File: config.mk
export PLATFORM = sky130hd
export DESIGN_NAME = chunked_rc_adder
export DESIGN_NICKNAME = d
export VERILOG_FILES = /design/src/rtl/adder_pkg.sv /design/src/rtl/fa_cell.sv /design/src/rtl/chunked_rc_adder.sv
export SDC_FILE = /design/constraint.sdc
export NUM_CORES = 1
export LEC_CHECK = 0
export ABC_CLOCK_PERIOD_IN_PS = 3600
export CAP_MARGIN = 15
export CORE_ASPECT_RATIO = 1.2
export CORE_MARGIN = 1
export CORE_UTILIZATION = 46
export DETAILED_ROUTE_END_ITERATION = 12
export HOLD_SLACK_MARGIN = 0.15
export PLACE_DENSITY = 0.78
export SETUP_SLACK_MARGIN = 0.3
export SLEW_MARGIN = 20
export SYNTH_ARGS = -nofsm -noshare
export SYNTH_HDL_FRONTEND = slang
export SYNTH_SLANG_ARGS = --single-unit
export TNS_END_PERCENT = 5
File: constraint.sdc
create_clock -name Clk -period 3.6 [get_ports Clk]
set_clock_uncertainty 0.05 [all_clocks]
set_input_delay 0.36 -clock Clk [delete_from_list [all_inputs] [get_ports Clk]]
set_output_delay 0.36 -clock Clk [all_outputs]
set_load 0.02 [all_outputs]
File: src/rtl/adder_pkg.sv
// Shared types and default sizing for the chunked ripple-carry adder.
package adder_pkg;

    typedef enum logic [1:0] {
        IDLE = 2'd0,
        RUN  = 2'd1,
        DONE = 2'd2
    } state_t;

    localparam int DEF_WIDTH = 8;
    localparam int DEF_CHUNK = 2;

endpackage

File: src/rtl/fa_cell.sv
// One-bit full adder, chained CHUNK times to form the per-cycle ripple.
module fa_cell (
    input  logic a,
    input  logic b,
    input  logic ci,
    output logic s,
    output logic co
);

    assign s  = a ^ b ^ ci;
    assign co = (a & b) | (a & ci) | (b & ci);

endmodule

File: src/rtl/chunked_rc_adder.sv
// Multi-cycle adder: adds CHUNK bits per RUN cycle, LSB chunk first.
module chunked_rc_adder
    import adder_pkg::*;
#(
    parameter int WIDTH = DEF_WIDTH,
    parameter int CHUNK = DEF_CHUNK
) (
    input  logic             Clk,
    input  logic             Rst,
    input  logic             Start,
    input  logic [WIDTH-1:0] A,
    input  logic [WIDTH-1:0] B,
    input  logic             Ci,
    output logic             Busy,
    output logic             Done,
    output logic [WIDTH-1:0] S,
    output logic             Co,
    output logic             Ovf
);

    localparam int N  = WIDTH / CHUNK;
    localparam int IW = (N > 1) ? $clog2(N) : 1;
    localparam logic [WIDTH-1:0] MASK = WIDTH'({CHUNK{1'b1}});

    state_t           state, state_n;
    logic [WIDTH-1:0] a_q, b_q;
    logic             carry;
    logic [IW-1:0]    idx;
    logic             accept, last;
    logic [31:0]      off;
    logic [CHUNK-1:0] a_chunk, b_chunk, sum_c;
    logic [CHUNK:0]   c;

    assign accept  = Start && (state == IDLE || state == DONE);
    assign last    = (idx == IW'(N - 1));
    assign off     = 32'(idx) * CHUNK;
    assign a_chunk = CHUNK'(a_q >> off);
    assign b_chunk = CHUNK'(b_q >> off);
    assign c[0]    = carry;

    for (genvar i = 0; i < CHUNK; i++) begin : g_chain
        fa_cell u_fa (
            .a  (a_chunk[i]),
            .b  (b_chunk[i]),
            .ci (c[i]),
            .s  (sum_c[i]),
            .co (c[i+1])
        );
    end

    always_comb begin
        state_n = state;
        unique case (state)
            IDLE:    if (Start) state_n = RUN;
            RUN:     if (last) state_n = DONE;
            DONE:    state_n = Start ? RUN : IDLE;
            default: state_n = IDLE;
        endcase
    end

    // Busy/Done are flopped from the next state so they come straight off registers.
    always_ff @(posedge Clk or posedge Rst) begin
        if (Rst) begin
            state <= IDLE;
            Busy  <= 1'b0;
            Done  <= 1'b0;
        end else begin
            state <= state_n;
            Busy  <= (state_n == RUN);
            Done  <= (state_n == DONE);
        end
    end

    always_ff @(posedge Clk or posedge Rst) begin
        if (Rst) begin
            a_q   <= '0;
            b_q   <= '0;
            carry <= 1'b0;
            idx   <= '0;
            S     <= '0;
            Co    <= 1'b0;
            Ovf   <= 1'b0;
        end else if (accept) begin
            a_q   <= A;
            b_q   <= B;
            carry <= Ci;
            idx   <= '0;
            S     <= '0;
            Co    <= 1'b0;
            Ovf   <= 1'b0;
        end else if (state == RUN) begin
            S     <= (S & ~(MASK << off)) | (WIDTH'(sum_c) << off);
            carry <= c[CHUNK];
            idx   <= idx + IW'(1);
            if (last) begin
                Co  <= c[CHUNK];
                Ovf <= c[CHUNK-1] ^ c[CHUNK];
            end
        end
    end

endmodule

==> summary.md <==
| Metric | Value |
|---|---|
| First-pass GRT wire length | `4940 um` |
| Finished Core Util | `0.609` |
| Post-cts sizing count | `0` |
| CTS tree | `built` |
| CP endpoint kind | `register` |
| Clock latency on the worst-skew pair | `330 ps` |
| Static Leak | `0.906 nW` |
| Cell Chain, Critical Path | `mux4_2 -> fa_1 -> inv_1 -> fa_1 -> nor2_1 -> a32o_1` |
| P&R area growth vs syn | `25.4%` |
| Post-route cell area | `1860 um^2` |
| Synth top area share | `0.557` |
| Total gr overflow | `0` |
| R2R setup slack | `910 ps` |
| # IOs | `32` |
| Iteration-0 DRC Markers | `26` |
| Worst-path clk slew | `90 ps` |
| Seq/Total Area, Yosys | `0.557` |
| Antenna violations before repair | `0` |
| Startpoint types | `register` |
| Number of global-route vias before repair | `1109` |
| Syn Inst Count | `141` |
| Clock share of power | `0.112` |
| CTS Buffer Depth | `2` |
| CTS Buf Count | `5` |
| Vias per cell | `5.14` |
| Post-synth EDFFs | `0` |
| Core footprint | `3060 um^2` |
| Avg Cell Area, Syn | `10.5 um^2` |
| Post-detail-place hpwl | `2000 um` |
| Cell taking the most area after synthesis | `dfrtp_1` |
| Die Ht | `64.2 um` |
| Placed Instances | `203` |
| Net Sw Frac | `0.402` |
| Top_reg_cell synth | `dfrtp_1` |
| Worst R2R Start | `idx[0]` |
| Crit path launch | `idx[0]` |
| Starting Density | `0.485` |
| DRT Pass-1 Iters | `4` |
| Worst path slowest cell | `dfrtp_1` |
| Slew headroom | `0.480` |
| CP Class | `reg -> reg` |
| Post-Layout Cell Count | `211` |
| Worst slew pin tran | `781 ps` |
| Final wirelength | `2810 um` |
| Hold Crit Class | `in -> async` |
| PwrDens | `912 nW/um^2` |
| Residual DRC | `0` |
| Status | `finished, final reports clean` |
| Most common cell in the netlist | `nand2_1` |
| Top post-synthesis cells by area | `dfrtp_1 (56%), nand2_1 (12%), mux4_2 (6.1%)` |
| Via count | `1085` |
| Fin. max-slew vios | `0` |
| Die ar. | `3460 um^2` |
| Fill cells | `276` |
| GPL Wtd Cong | `0.854` |
| Final TNS setup | `0 ps` |
| Clock Tree Root | `clkbuf_4` |
| Clock Sinks | `33` |
| Placed instance area | `1810 um^2` |
| Cell variety after synth | `22` |
| Hold Vio Cnt, Final | `0` |
| Req. time, crit path | `3820 ps` |
| Tot GR Track Use | `0.203` |
| Ys async rst share | `1.00` |
| Post-route ant nets | `0` |
| Sequential share of power | `0.390` |
| Power, Total | `1.69 mW` |
| List of most frequent post-synthesis cells | `nand2_1 (49), dfrtp_1 (33), inv_1 (9)` |
| Final setup fails | `0` |
| Max_cap viols | `0` |
| Top cell by count, worst path | `fa_1` |
| IO Port Bufs | `31` |
| Delay-heaviest family, CP | `adder cells` |
| DR WL/cell | `13.3 um` |
| Postcts setup bufs | `0` |
| Arrival time at the worst endpoint | `2910 ps` |
| Crit share post-route | `0.747` |
| Fraction of layout cells with a size suffix above 1 | `0.0629` |
| Pint | `1.01 mW` |
| Rows | `22` |
| Largest net degree at the start of global routing | `34` |
| Maximum VDD drop | `0.447 mV` |
| Critical Path Max Stage Delay | `670 ps` |
| ANT cells | `0` |
| Syn_nets | `167` |
| Worst Path Buf+Inv | `1` |
| H-tree Lvls | `2` |
| YS warnings | `0` |
| # nets final | `200` |
| Highest Clock Rate | `0.372 GHz` |
| CP Max Fanout | `12` |
| Gate power share | `0.498` |
| Hold_buf cts | `0` |
| Post-synthesis sequential element count | `33` |
| Mapped Area | `1480 um^2` |
| Sw power | `682 uW` |
| Die W | `53.8 um` |
| Tmin final | `2690 ps` |
| RSZ-0062 raised after global routing | `no` |
==> stage by stage <==
step / hold WS (ps) / worst slack, ps
after floorplan: 390 / 1180
final: 357 / 909
after global routing: 384 / 761
after detailed placement: 412 / 933
after CTS: 354 / 915
after global placement: 409 / 977
==> layer usage <==
| layer | wire [um] | vias to the layer above | track usage |
|---|---|---|---|
| met5 | 0 | - | 0 |
| li1 | - | 529 | - |
| met3 | 119 | 3 | 0.0810 |
| met2 | 1450 | 26 | 0.307 |
| met4 | 37 | 0 | 0.0855 |
| met1 | 1200 | 527 | 0.251 |
==> registers in the layout (all words and copies together), names as in the netlist, 2 cells and up <==
signal	count
S	8
a_q	8
b_q	8
idx	2
state	2
==> power by group through the flow <==
| stage | Combinational [mW] | Clock, mW | Sequential [mW] |
|---|---|---|---|
| detailed placement | 0.848 | 0 | 0.669 |
| global placement | 0.811 | 0 | 0.662 |
| CTS | 0.850 | 0.201 | 0.663 |
| global route | 0.942 | 0.222 | 0.683 |
| finish | 0.844 | 0.190 | 0.661 |
| floorplan | 0.596 | 0 | 0.668 |
==> area by class of cell <==
cell class,count,area (um^2),area share
Sequential cell,33,826,0.444
Multi-Input combinational cell,92,581,0.312
Timing Repair Buffer,33,325,0.175
Clock buffer,8,48.8,0.0262
Tap cell,36,45.0,0.0242
Inverter,9,33.8,0.0182
==> worst reg2reg max path: stages (launching register included) <==
cell and delay [ps]:
dfrtp_1 670, mux4_2 590, fa_1 430, inv_1 90
fa_1 450, nor2_1 170, a32o_1 180
==> worst paths after layout <==
kind,depth (start not counted),endpoint
max,6,S[3]
min,3,S[1]
max reg2reg,6,S[3]
min reg2reg,2,a_q[5]
max in group asynchronous,3,S[4]
min in group Clk,2,a_q[5]
==> logic make-up (layout without fill, tap and decap cells) <==
logic type | Yosys count | in the layout | share of synthesized area
xor+xnor | 1 | 1 | 0.00591
flops | 33 | 33 | 0.557
mux | 4 | 4 | 0.0608
compound gates | 17 | 17 | 0.0861
fa+ha+maj | 6 | 6 | 0.0608
simple gates | 64 | 64 | 0.178
buf+inv | 16 | 50 | 0.0515
==> cells in the final DEF (no fill, tap or decap) <==
cell / netlist / routed
a221o_1: 1 / 1
buf_4: 3 / 2
clkbuf_4: 0 / 5
nor2_1: 4 / 4
ha_1: 4 / 4
fa_1: 2 / 2
clkdlybuf4s50_1: 0 / 31
nor2b_1: 3 / 3
o41ai_1: 1 / 1
a22o_1: 3 / 3
xor2_1: 1 / 1
inv_1: 9 / 9
a21o_1: 1 / 1
a32o_1: 4 / 4
nand2_1: 49 / 49
o21ai_0: 4 / 4
nand2b_1: 2 / 2
mux4_2: 4 / 4
dfrtp_1: 33 / 33
clkbuf_1: 0 / 3
nand3b_1: 1 / 1
a21oi_1: 3 / 3
nand3_1: 4 / 4
nand4_1: 1 / 1
Power figures use the tool's default switching activity.
